`config.mk`:
```
export PLATFORM = sky130hd
export DESIGN_NAME = keypad_command_encoder
export DESIGN_NICKNAME = d
export VERILOG_FILES = /design/src/rtl/keypad_cmd_pkg.sv /design/src/rtl/key_debounce.sv /design/src/rtl/keypad_command_encoder.sv
export SDC_FILE = /design/constraint.sdc
export NUM_CORES = 1
export LEC_CHECK = 0
export ABC_AREA = 1
export BUFFER_PORTS_ARGS = -buffer_cell sky130_fd_sc_hd__buf_2
export CAP_MARGIN = 25
export CORE_UTILIZATION = 40
export CTS_BUF_LIST = sky130_fd_sc_hd__clkbuf_4
export CTS_CLUSTER_DIAMETER = 80
export CTS_CLUSTER_SIZE = 8
export DETAILED_ROUTE_END_ITERATION = 12
export GPL_TIMING_DRIVEN = 0
export SLEW_MARGIN = 0
export SYNTH_ARGS = -nofsm -noshare
export SYNTH_HDL_FRONTEND = slang
export SYNTH_SLANG_ARGS = --single-unit
```
`constraint.sdc`:
```
create_clock -name clk_10k -period 3.3 [get_ports clk_10k]
set_input_delay 0.165 -clock clk_10k [delete_from_list [all_inputs] [get_ports clk_10k]]
set_output_delay 0.165 -clock clk_10k [all_outputs]
set_load 0.01 [all_outputs]
```
`src/rtl/keypad_cmd_pkg.sv`:
```
// Shared definitions for the keypad command path: key codes, command byte
// field positions, constant values and the key-to-command mapping function.
package keypad_cmd_pkg;

    // Key codes understood by the encoder. Codes outside this set are
    // accepted by the debouncer but reported as key_err.
    localparam logic [3:0] KEY_STOP     = 4'd4;
    localparam logic [3:0] KEY_LOW      = 4'd5;
    localparam logic [3:0] KEY_HIGH     = 4'd6;
    localparam logic [3:0] KEY_LEFT     = 4'd8;
    localparam logic [3:0] KEY_STRAIGHT = 4'd9;
    localparam logic [3:0] KEY_RIGHT    = 4'd10;
    localparam logic [3:0] KEY_MODE     = 4'd12;
    localparam logic [3:0] KEY_DIR      = 4'd13;
    localparam logic [3:0] KEY_RESET    = 4'd14;

    // Command byte field positions.
    localparam int SPEED_LSB = 0;
    localparam int SPEED_MSB = 1;
    localparam int STEER_LSB = 2;
    localparam int STEER_MSB = 3;
    localparam int DIR_BIT   = 4;
    localparam int MODE_BIT  = 5;
    localparam int CHECK_LSB = 6;
    localparam int CHECK_MSB = 7;

    // Field encodings.
    localparam logic [1:0] SPEED_STOP     = 2'b00;
    localparam logic [1:0] SPEED_LOW      = 2'b01;
    localparam logic [1:0] SPEED_HIGH     = 2'b10;
    localparam logic [1:0] STEER_STRAIGHT = 2'b00;
    localparam logic [1:0] STEER_RIGHT    = 2'b01;
    localparam logic [1:0] STEER_LEFT     = 2'b10;

    // Check bits are fixed so the receiver can frame-check every byte.
    localparam logic [1:0] CHECK_BITS  = 2'b10;
    localparam logic [7:0] CMD_DEFAULT = 8'b1000_0000;

    // Debounce FSM states; visible by name in waveforms and to checkers.
    typedef enum logic [1:0] {
        DB_IDLE  = 2'd0,
        DB_COUNT = 2'd1,
        DB_HELD  = 2'd2
    } debounce_state_t;

    // Result of applying one key to the current command byte.
    typedef struct packed {
        logic [7:0] command;
        logic       mapped;
    } key_result_t;

    // Apply a 4-bit key code to a command byte. Unmapped codes leave the
    // byte untouched and clear the mapped flag. The check bits are forced
    // on every path so no key can ever corrupt them.
    function automatic key_result_t apply_key(input logic [7:0] cmd,
                                              input logic [3:0] code);
        key_result_t r;
        r.command = cmd;
        r.mapped  = 1'b1;
        case (code)
            KEY_STOP:     r.command[SPEED_MSB:SPEED_LSB] = SPEED_STOP;
            KEY_LOW:      r.command[SPEED_MSB:SPEED_LSB] = SPEED_LOW;
            KEY_HIGH:     r.command[SPEED_MSB:SPEED_LSB] = SPEED_HIGH;
            KEY_LEFT:     r.command[STEER_MSB:STEER_LSB] = STEER_LEFT;
            KEY_STRAIGHT: r.command[STEER_MSB:STEER_LSB] = STEER_STRAIGHT;
            KEY_RIGHT:    r.command[STEER_MSB:STEER_LSB] = STEER_RIGHT;
            KEY_MODE:     r.command[MODE_BIT] = ~cmd[MODE_BIT];
            KEY_DIR:      r.command[DIR_BIT]  = ~cmd[DIR_BIT];
            KEY_RESET:    r.command = CMD_DEFAULT;
            default: begin
                r.command = cmd;
                r.mapped  = 1'b0;
            end
        endcase
        r.command[CHECK_MSB:CHECK_LSB] = CHECK_BITS;
        return r;
    endfunction

endpackage

```
`src/rtl/key_debounce.sv`:
```
// Synchroniser plus IDLE/COUNT/HELD debouncer for an asynchronous level.
// Produces a single accept pulse per press once the synchronised level has
// been high for DEBOUNCE consecutive cycles; holding the input gives no
// auto-repeat. The accept pulse is combinational from registered state and
// lines up with the clock edge on which the count reaches DEBOUNCE.
// SYNC_STAGES must be at least 2 and DEBOUNCE at least 1.
module key_debounce
    import keypad_cmd_pkg::*;
#(
    parameter int SYNC_STAGES = 2,
    parameter int DEBOUNCE    = 20
) (
    input  logic clk_10k,
    input  logic rst,
    input  logic din,
    output logic accept
);

    localparam int CNT_W = $clog2(DEBOUNCE + 1);
    localparam logic [CNT_W-1:0] CNT_ONE  = CNT_W'(1);
    localparam logic [CNT_W-1:0] CNT_DONE = CNT_W'(DEBOUNCE);

    logic [SYNC_STAGES-1:0] sync;
    logic                   vs;
    debounce_state_t        state;
    debounce_state_t        state_next;
    logic [CNT_W-1:0]       count;
    logic [CNT_W-1:0]       count_next;

    assign vs = sync[SYNC_STAGES-1];

    // Shift the asynchronous level through the synchroniser chain
    always_ff @(posedge clk_10k or posedge rst) begin
        if (rst) begin
            sync <= '0;
        end else begin
            sync <= {sync[SYNC_STAGES-2:0], din};
        end
    end

    // Debounce state and counter registers
    always_ff @(posedge clk_10k or posedge rst) begin
        if (rst) begin
            state <= DB_IDLE;
            count <= '0;
        end else begin
            state <= state_next;
            count <= count_next;
        end
    end

    // Next-state logic: count consecutive high samples, fire once, then wait for release
    always_comb begin
        state_next = state;
        count_next = count;
        accept     = 1'b0;
        case (state)
            DB_IDLE: begin
                if (vs) begin
                    count_next = CNT_ONE;
                    if (CNT_ONE == CNT_DONE) begin
                        accept     = 1'b1;
                        state_next = DB_HELD;
                    end else begin
                        state_next = DB_COUNT;
                    end
                end
            end
            DB_COUNT: begin
                if (!vs) begin
                    state_next = DB_IDLE;
                end else begin
                    count_next = count + CNT_ONE;
                    if (count_next == CNT_DONE) begin
                        accept     = 1'b1;
                        state_next = DB_HELD;
                    end
                end
            end
            DB_HELD: begin
                if (!vs) begin
                    state_next = DB_IDLE;
                end
            end
            default: begin
                state_next = DB_IDLE;
            end
        endcase
    end

endmodule

```
`src/rtl/keypad_command_encoder.sv`:
```
// Keypad command encoder: debounces the keypad valid level, applies each
// accepted key to the vehicle command byte and hands updated bytes to the
// serial transmitter.
//
// Handshake: pending means a byte is waiting. On any edge where pending and
// tx_ready are both high, send pulses for one cycle and pending clears;
// command is stable whenever send is high. tx_ready low simply holds pending.
// Several accepts before the transmitter is ready coalesce into a single
// send of the newest byte. If an accept lands on the same edge as a send,
// that send belongs to the earlier update and pending is raised again so the
// new byte gets a send of its own. A keepalive counter re-raises pending
// every KEEPALIVE cycles without a send (KEEPALIVE = 0 disables it).
module keypad_command_encoder
    import keypad_cmd_pkg::*;
#(
    parameter int KEY_W       = 4,
    parameter int SYNC_STAGES = 2,
    parameter int DEBOUNCE    = 20,
    parameter int KEEPALIVE   = 5000
) (
    input  logic             clk_10k,
    input  logic             rst,
    input  logic [KEY_W-1:0] key,
    input  logic             key_valid,
    input  logic             tx_ready,
    output logic [7:0]       command,
    output logic             send,
    output logic             key_err,
    output logic             pending
);

    logic        accept;
    logic        key_in_range;
    logic        key_mapped;
    logic        accept_mapped;
    logic        send_now;
    logic        ka_fire;
    key_result_t decoded;

    key_debounce #(
        .SYNC_STAGES (SYNC_STAGES),
        .DEBOUNCE    (DEBOUNCE)
    ) u_debounce (
        .clk_10k (clk_10k),
        .rst     (rst),
        .din     (key_valid),
        .accept  (accept)
    );

    // Decode the key against the current byte; wide codes of 16 and up are unmapped
    always_comb begin
        key_in_range  = ({1'b0, key} < (KEY_W + 1)'(16));
        decoded       = apply_key(command, key[3:0]);
        key_mapped    = key_in_range && decoded.mapped;
        accept_mapped = accept && key_mapped;
        send_now      = pending && tx_ready;
    end

    // Keepalive timer: restarts on every send and raises pending when it expires
    if (KEEPALIVE > 0) begin : g_keepalive
        localparam int KA_W = $clog2(KEEPALIVE + 1);
        localparam logic [KA_W-1:0] KA_LAST = KA_W'(KEEPALIVE - 1);
        localparam logic [KA_W-1:0] KA_ONE  = KA_W'(1);

        logic [KA_W-1:0] ka_cnt;

        assign ka_fire = (ka_cnt == KA_LAST);

        // Count idle cycles since the last send or keepalive request
        always_ff @(posedge clk_10k or posedge rst) begin
            if (rst) begin
                ka_cnt <= '0;
            end else if (send_now || ka_fire) begin
                ka_cnt <= '0;
            end else begin
                ka_cnt <= ka_cnt + KA_ONE;
            end
        end
    end else begin : g_no_keepalive
        assign ka_fire = 1'b0;
    end

    // Command byte, handshake strobes and pending flag
    always_ff @(posedge clk_10k or posedge rst) begin
        if (rst) begin
            command <= CMD_DEFAULT;
            send    <= 1'b0;
            key_err <= 1'b0;
            pending <= 1'b0;
        end else begin
            send    <= send_now;
            key_err <= accept && !key_mapped;
            if (accept_mapped) begin
                command <= decoded.command;
            end
            // A new request (key or keepalive) wins over the clear from a send
            if (accept_mapped || ka_fire) begin
                pending <= 1'b1;
            end else if (send_now) begin
                pending <= 1'b0;
            end
        end
    end

endmodule

```
=== Word-level counts from Yosys, hierarchy flattened ===
Cells that the tools add are included.

* $add $sub $neg: 2
* Eq/ne operators: 17
* Multiplexer cells: 19
* Bitwise operators: 2
* Reductions and logical operators: 22

{| class="wikitable"
|+ Operators by type and width
! cell !! count
|-
| $eq A4 B4 Y1 const B || 6
|-
| $pmux W2 S3 || 3
|-
| $add A13 B1 Y13 const B || 1
|-
| $eq A13 B13 Y1 const B || 1
|-
| $mux W13 || 1
|-
| $eq A4 B3 Y1 const B || 3
|-
| $mux W5 || 2
|-
| $pmux W5 S2 || 1
|-
| $reduce_or A9 Y1 || 1
|-
| $mux W2 || 4
|-
| $reduce_and A2 Y1 || 4
|-
| $reduce_bool A2 Y1 || 4
|-
| $mux W1 || 6
|-
| $reduce_and A3 Y1 || 2
|-
| $reduce_bool A3 Y1 || 2
|-
| $add A5 B1 Y5 const B || 1
|-
| $eq A5 B5 Y1 const B || 1
|-
| $ne A2 B1 Y1 const B || 2
|-
| $pmux W1 S2 || 2
|-
| $reduce_or A2 Y1 || 2
|-
| $logic_and A1 B1 Y1 || 3
|-
| $ne A3 B3 Y1 const B || 1
|-
| $eq A2 B1 Y1 const B || 1
|-
| $eq A2 B2 Y1 const B || 1
|-
| other kinds (5) || 7
|}

* Bits in registers: 31
* Input bits: 8
* Output and inout port bits: 11
* Logic and storage cells: 73

=== Depth between registers and ports, before layout ===
Gate-level depths: netlist (run 1).

* Word-level depth: 8
* Mapped depth: 9
* Gate-level depth less buffers: 9

=== Cells and area by module ===
A second synthesis (run 1) with hierarchy kept.

* Cell total of the unflattened synthesis: 208
* Area total of the unflattened synthesis: 1634.1 sq um

{| class="wikitable"
|+ Modules (own cells, without submodules)
! module !! instances !! cells each !! area an instance (sq um) !! sequential area each (sq um)
|-
| keypad_command_encoder || 1 || 160 || 1231.2 || 550.5
|-
| key_debounce || 1 || 48 || 402.9 || 225.2
|}

=== Worst setup path before layout (run 1) ===
Ideal clock, no wire load.

* Kind: reg2reg
* Start: register u_debounce.count[0]
* End: register command[4]
* Setup time: 117 ps
* Arrival: 1281 ps
* Data required time: 3183 ps
* Slack: 1902 ps
* Cell stages (with the launch flop): 10
* Buffers on the path: 1
* Period minus slack after synthesis: 1398 ps
* Path through: dfrtp_1 -> ha_1 -> inv_1 -> nor2_1 -> nand3_2 -> nor2_4 -> buf_6 -> nand3_1 -> nand2_1 -> nand2_1

* Cells in the longest elaborated chain, start to end: 7

{| class="wikitable"
|+ RTL lines
! element !! line !! text
|-
| start, declared || key_debounce.sv:27 || <nowiki>logic [CNT_W-1:0] count;</nowiki>
|-
| start signal, assigned || key_debounce.sv:48 || <nowiki>count <= count_next;</nowiki>
|-
| $add A5 B1 Y5 || key_debounce.sv:73 || <nowiki>count_next = count + CNT_ONE;</nowiki>
|-
| $eq A5 B5 Y1 || key_debounce.sv:74 || <nowiki>if (count_next == CNT_DONE) begin</nowiki>
|-
| $mux W1 || key_debounce.sv:74 ||
|-
| $mux W1 || key_debounce.sv:70 || <nowiki>if (!vs) begin</nowiki>
|-
| $mux W1 || key_debounce.sv:57 || <nowiki>case (state)</nowiki>
|-
| $logic_and A1 B1 Y1 || keypad_command_encoder.sv:55 || <nowiki>accept_mapped = accept && key_mapped;</nowiki>
|-
| $reduce_and A2 Y1 (no line) || n/a ||
|-
| end signal, assigned || keypad_command_encoder.sv:94 || <nowiki>command <= decoded.command;</nowiki>
|-
| end, declared || keypad_command_encoder.sv:26 || <nowiki>output logic [7:0] command,</nowiki>
|}

No other way between the ends.
A chain may end at the register's enable or synchronous reset.

=== Worst setup path in the final report (run 1) ===
Ends and elaborated chain as after synthesis.

==> results of run 1 <==
[sequential cells by signal (all words and copies together) (netlist names)]
register,flops
u_debounce.state,2
key_err,1
pending,1
g_keepalive.ka_cnt,13
u_debounce.count,5
u_debounce.sync,2
command,6
send,1
[kinds of logic after synthesis]
kind of cell	Yosys count	share of synthesized area, %
AO/OA/AOI/OAI	16	5.65
adder cells (fa/ha/maj)	2	1.59
XOR/XNOR	2	1.11
buffers and inverters	33	9.16
other	2	0.478
flip-flops	31	49.4
AND/OR/NAND/NOR	108	32.6
[placed cells by master (no fill, tap or decap), types with 5 or more instances in the layout]
| master | n |
|---|---|
| clkbuf_4 | 6 |
| nor3_1 | 10 |
| nand2_1 | 38 |
| buf_2 | 17 |
| inv_1 | 28 |
| nand3_1 | 13 |
| a21oi_1 | 5 |
| nor2_1 | 25 |
| nand4_1 | 10 |
| o21ai_0 | 8 |
| dfrtp_1 | 31 |
[path summary, 6_finish.rpt]
kind,depth (start not counted),slack (ps),startpoint,to
max in group asynchronous,4,2330,rst,g_keepalive.ka_cnt[5]
min in group asynchronous,3,460,rst,u_debounce.count[3]
max,9,1700,u_debounce.count[0],command[4]
max reg2reg,9,1700,u_debounce.count[0],command[4]
min reg2reg,0,360,u_debounce.sync[0],u_debounce.sync[1]
min,2,50,tx_ready,pending
[power breakdown]
group	internal, uW	switching [uW]	leakage [uW]
clock	86.9	119	0.0000307
combinational	78.0	119	0.000499
sequential	437	62.6	0.000403
total	602	300	0.000933
[what timing repair did]
action / in CTS / in global routing
hold endpoints to repair: 15 / 0
hold buffers: 2 / 0
buffers inserted: 0 / 0
setup endpoints to repair: 0 / 0
resized for setup: 0 / 0
[area by class of cell]
class	count	area [sq um]	area share (%)
clock buffer	6	45.0	2.49
buffer	5	38.8	2.14
inverter	28	105	5.80
multi-input combinational	130	652	36.0
tap	48	60.1	3.31
sequential	31	776	42.8
clock inverter	2	7.51	0.414
timing repair buffer	19	128	7.04
[metrics by stage]
stage	area [sq um]	hold slack (ps)	utilization [%]	setup slack [ps]	power (uW)
2_1_floorplan	1570	196	-	1900	649
3_3_place_gp	1710	279	46.1	1750	696
3_5_place_dp	1740	277	46.8	1720	701
4_1_cts	1810	34.2	48.8	1690	915
5_1_grt	1810	35.0	48.8	1540	980
6_report	1810	54.8	48.8	1700	902
[layer usage]
layer	share of wire (%)	vias up	global-route usage [%]
met5	0	-	0
met4	1.2	0	9.17
met3	4.5	6	4.93
met2	42	31	23.2
met1	52	570	23.3
li1	-	679	-
==> key figures, run 1 <==
Cells and area
  • Ratio of cells with drive above 1 in the final layout: 16.3%
  • P&R area growth vs syn: 15.3%
  • Non-filler cells, final: 269
  • Fin nets: 230
  • N_diodes: 0
  • Fill cell count: 383

Synth
  • Largest cells by area after synthesis: dfrtp_1 49%, nand2_1 9.1%, inv_1 6.7%
  • Share of the synthesized area in the top cell type: 49.4%
  • Post-Synthesis Cells: 194
  • Cell accounting for the most synthesized area: dfrtp_1
  • Top cells by count, synth: 38 x nand2_1, 31 x dfrtp_1, 28 x inv_1, 25 x nor2_1, 13 x nand3_1
  • Post-synthesis instance area: 1570 sq um
  • Sequential area share after synthesis: 49.4%
  • Asr flop ratio synth: 100%
  • Post-Syn Nets: 204
  • Register bit total from synthesis: 31
  • Post-synth EDFFs: 0
  • Yosys cell types: 25
  • YS warnings: 0
  • Post-synth top flop: dfrtp_1
  • Most numerous cell in the Yosys netlist: nand2_1
  • Syn Area/Cell: 8.10 sq um

Clock tree
  • CTS Buf Count: 5
  • Clock root buffer: clkbuf_4
  • Skew-Pair Late Insertion Delay: 320 ps
  • H-tree depth: 2
  • TritonCTS clock tree: built
  • CTS max path bufs: 2
  • Clock transition at path regs: 90 ps
  • Clk sink count: 31

Global route
  • Initial antenna violation count: 0
  • First-pass GRT wire length: 5.24 mm
  • Largest net degree at the start of global routing: 18
  • Number of global-route vias before repair: 1,220
  • Overall routing resource usage: 16.7%
  • Grt ovf: 0

Run status
  • Run status: finished, final reports clean

Placed design
  • DPL Wire Length: 2.14 mm
  • Placer Congestion: 0.808
  • Placed Cells: 259
  • I/O Buffers: 16

Critical path
  • Critical path's slowest cell: dfrtp_1
  • Kind of critical path: flop to flop
  • Ordered list of cells on the worst path: ha_1 > inv_1 > nor2_1 > nand3_2 > nor2_4 > buf_6 > nand3_1 > nand2_1 > nand2_1
  • Setup crit end kind: flop
  • CP max stage delay: 420 ps
  • Max Fanout on Critical Path: 10
  • Cell mode on critical path: nand2_1
  • WP buf/inv: 2
  • Req. time, crit path: 3520 ps
  • Worst EP arrival: 1820 ps
  • CP startpoint kind: flop
  • Crit path max-delay family: simple AND/OR/NAND/NOR gates

Timing
  • Final min period: 1600 ps
  • # setup viols final: 0
  • Slew HR: 56.9%
  • RSZ-0062 raised after global routing: no
  • Setup TNS: 0 ps
  • Worst Max-Slew Pin Slew: 645 ps
  • Final clock skew: 3.87 ps
  • Slew Viols, Final: 0
  • Post-route clock period utilization: 48.4%
  • Fin. Hold Viols: 0
  • Fmax: 626 MHz

Floorplanning
  • Starting Density: 42.3%
  • Die X: 64.7 microns
  • Die Height: 64.7 microns
  • IO Pins: 19
  • Row cnt: 22
  • Die footprint: 4180 sq um
  • Core Region: 3720 sq um

Power
  • Worst VDD drop: 0.272 mV
  • Lkg Pwr: 0.000933 uW
  • Power density over the cells: 498 nW/um^2

Drt
  • DRC violation count after routing: 0
  • Vias: 1,286
  • Antenna viol nets, final: 0
  • DRT Pass-1 Iters: 4
  • WL/cell: 10.4 microns
  • Routed Wire Length: 2.79 mm
  • Vias per cell: 4.78
  • DRT iter0 DRCs: 40

Run
  • Max Cap Viol: 0

Worst hold path
  • Worst Hold Class: input port to flop
(Power assumes the default switching activity.)
==> run 2, diff against run 1 <==
==> constraint.sdc (replaced) <==
create_clock -name clk_10k -period 1.35 [get_ports clk_10k]
set_input_delay 0.0675 -clock clk_10k [delete_from_list [all_inputs] [get_ports clk_10k]]
set_output_delay 0.0675 -clock clk_10k [all_outputs]
set_load 0.01 [all_outputs]
==> run 2 against run 1 <==
  * The run now ends with negative setup slack left
  * First-iteration DRC count is 75% higher
  * Total power grew to 2.8 times the previous value
  * Sequential cell count unchanged
  * Via count rose by 8.0%
  * Register-to-register slack worse by 1700 ps
  * Clock-buffer cell count unchanged
  * Clock power grew to 2.6 times the previous value
  * Non-clock buffer count is 12 higher
  * Cell count increased by 4.5%
  * Wire length up 19%
  * Setup slack lost 1700 ps
  * Critical path type unchanged
  * Largest power group unchanged
==> key figures, run 2 (synthesized netlist as in run 1, its figures left out) <==
Critical path
  • CP max stage delay: 400 ps (was 420 ps)
  • Setup crit end kind: flop (unchanged)
  • CP startpoint kind: flop (unchanged)
  • Worst EP arrival: 1630 ps (was 1820 ps)
  • Crit path max-delay family: simple AND/OR/NAND/NOR gates (unchanged)
  • Kind of critical path: flop to flop (unchanged)
  • Max Fanout on Critical Path: 4 (was 10)
  • Ordered list of cells on the worst path: ha_4 > inv_2 > nor2_4 > nand3_2 > nor2_4 > buf_4 > nand3_2 > nand2_1 > nand2_1 (was ha_1 > inv_1 > nor2_1 > nand3_2 > nor2_4 > buf_6 > nand3_1 > nand2_1 > nand2_1)
  • Critical path's slowest cell: dfrtp_1 (unchanged)
  • WP buf/inv: 2 (unchanged)
  • Req. time, crit path: 1590 ps (was 3520 ps)

Timing
  • Worst setup margin: -34.5 ps (was 1700 ps)
  • # setup viols final: 6 (was 0)
  • RSZ-0062 raised after global routing: yes (was no)
  • Final clock skew: 8.92 ps (was 3.87 ps)
  • Fmax: 722 MHz (was 626 MHz)
  • Slew Viols, Final: 0 (unchanged)
  • Slew HR: 61.6% (was 56.9%)
  • Fin. Hold Viols: 0 (unchanged)
  • Final min period: 1380 ps (was 1600 ps)
  • Worst hold slack: 44.8 ps (was 54.8 ps)
  • Post-route clock period utilization: 103% (was 48.4%)
  • Worst Max-Slew Pin Slew: 576 ps (was 645 ps)

Cells and area
  • Fin nets: 242 (was 230)
  • Top flop regs: g_keepalive.ka_cnt (13), command (6), u_debounce.count (5) (unchanged)
  • Ratio of cells with drive above 1 in the final layout: 33.9% (was 16.3%)
  • P&R area growth vs syn: 31.9% (was 15.3%)
  • Most common cell after layout, fill and taps aside: nand2_1 (unchanged)
  • Max reg flops: 13 (unchanged)
  • Largest reg by FF count: g_keepalive.ka_cnt (unchanged)
  • Fin util: 55.8% (was 48.8%)
  • N_diodes: 0 (unchanged)
  • Most frequent cells in the layout: 33 x nand2_1, 30 x dfrtp_1, 25 x inv_1 (was 38 x nand2_1, 31 x dfrtp_1, 28 x inv_1)

Global route
  • Number of global-route vias before repair: 1,371 (was 1,220)
  • Grt ovf: 0 (unchanged)
  • Overall routing resource usage: 18.4% (was 16.7%)
  • Global routing usage on met1: 21.7% (was 23.3%)
  • Gr busiest metal: met2 (was met1)
  • Met3 global-route usage: 4.75% (was 4.93%)
  • First-pass GRT wire length: 5.86 mm (was 5.24 mm)
  • Grt met2 use: 31.2% (was 23.2%)
  • Initial antenna violation count: 0 (unchanged)
  • Largest net degree at the start of global routing: 20 (was 18)

Drt
  • WL/cell: 11.8 microns (was 10.4 microns)
  • DRT Pass-1 Iters: 4 (unchanged)
  • DRT iter0 DRCs: 70 (was 40)
  • Vias per cell: 4.94 (was 4.78)
  • Antenna viol nets, final: 0 (unchanged)
  • Vias: 1,389 (was 1,286)
  • Routed Wire Length: 3.33 mm (was 2.79 mm)
  • DRC violation count after routing: 0 (unchanged)

Power
  • Design Power: 2530 uW (was 902 uW)
  • Power density over the cells: 1220 nW/um^2 (was 498 nW/um^2)
  • Lkg Pwr: 0.00101 uW (was 0.000933 uW)
  • Worst VDD drop: 0.858 mV (was 0.272 mV)

Floorplanning
  • Row cnt: 22 (unchanged)
  • Die Height: 64.7 microns (unchanged)
  • Die X: 64.7 microns (unchanged)
  • Starting Density: 42.3% (unchanged)
  • Die footprint: 4180 sq um (unchanged)
  • IO Pins: 19 (unchanged)
  • Core Region: 3720 sq um (unchanged)

Placed design
  • I/O Buffers: 16 (unchanged)
  • Placer Congestion: 0.801 (was 0.808)
  • DPL Wire Length: 2.22 mm (was 2.14 mm)

Clock tree
  • Skew-Pair Late Insertion Delay: 340 ps (was 320 ps)
  • Clk sink count: 31 (unchanged)
  • CTS max path bufs: 2 (unchanged)
  • Clock transition at path regs: 100 ps (was 90 ps)
  • CTS Buf Count: 5 (unchanged)
  • TritonCTS clock tree: built (unchanged)
  • H-tree depth: 2 (unchanged)
  • Clock root buffer: clkbuf_4 (unchanged)

Run status
  • Violated checks: negative setup slack
  • Run status: finished, violations left (was finished, final reports clean)

Worst hold path
  • Worst Hold Class: input port to flop (unchanged)

Run
  • Max Cap Viol: 0 (unchanged)
[run 2: report_power, final]
group | switching [uW] | internal [uW]
Clock | 327 | 213
Sequential | 167 | 1070
Combinational | 443 | 307
[run 2: path summary, 6_finish.rpt]
kind                                          start               endpoint  slack, ps  cells past startpoint
worst max register to register  u_debounce.count[1]             command[3]        -30                      9
worst min register to register   u_debounce.sync[0]     u_debounce.sync[1]        370                      0
worst min-delay path                         key[1]             command[3]         40                      4
max in group asynchronous                       rst  g_keepalive.ka_cnt[4]        530                      4
min in group asynchronous                       rst  g_keepalive.ka_cnt[7]        320                      3
worst max-delay path            u_debounce.count[1]             command[3]        -30                      9
[run 2: timing repair]
item | in CTS | in global routing
hold buffers | 3 | 0
setup endpoints to repair | 19 | 22
endpoints found under the hold margin | 15 | 0
cloned | 2 | 0
buffers inserted | 6 | 3
gates resized for setup | 19 | 24
pin swaps | 12 | 15
[run 2: per-stage QoR]
stage	setup WS, ps	instance area [sq um]	setup TNS [ps]	std cells
5_1_grt	-152	2070	-1290	281
3_3_place_gp	-156	1720	-1470	258
6_report	-34.5	2070	-146	281
2_1_floorplan	-14.8	1580	-27.0	194
4_1_cts	-57.2	1960	-332	278
3_5_place_dp	-156	1740	-1680	259
[run 2: cell type report]
cell class              count  area, sq um
multi-input cells         130          808
well taps                  48         60.1
clock inverters             2         7.51
fillers                   355         1640
plain buffers               5         42.5
flip-flops and latches     31          777
inverters                  28          108
repair buffers             31          225
clock buffers               6         45.0
[run 2: per-layer routing]
layer	up-vias	wire length (microns)
li1	698	-
met2	21	1690
met4	0	66
met3	7	110
met1	663	1470
met5	-	0
[run 2: tightest hold or removal path: stages]
cell	delay [ps]
buf_2	100
nor2_1	60
nand4_1	80
nand2_1	50
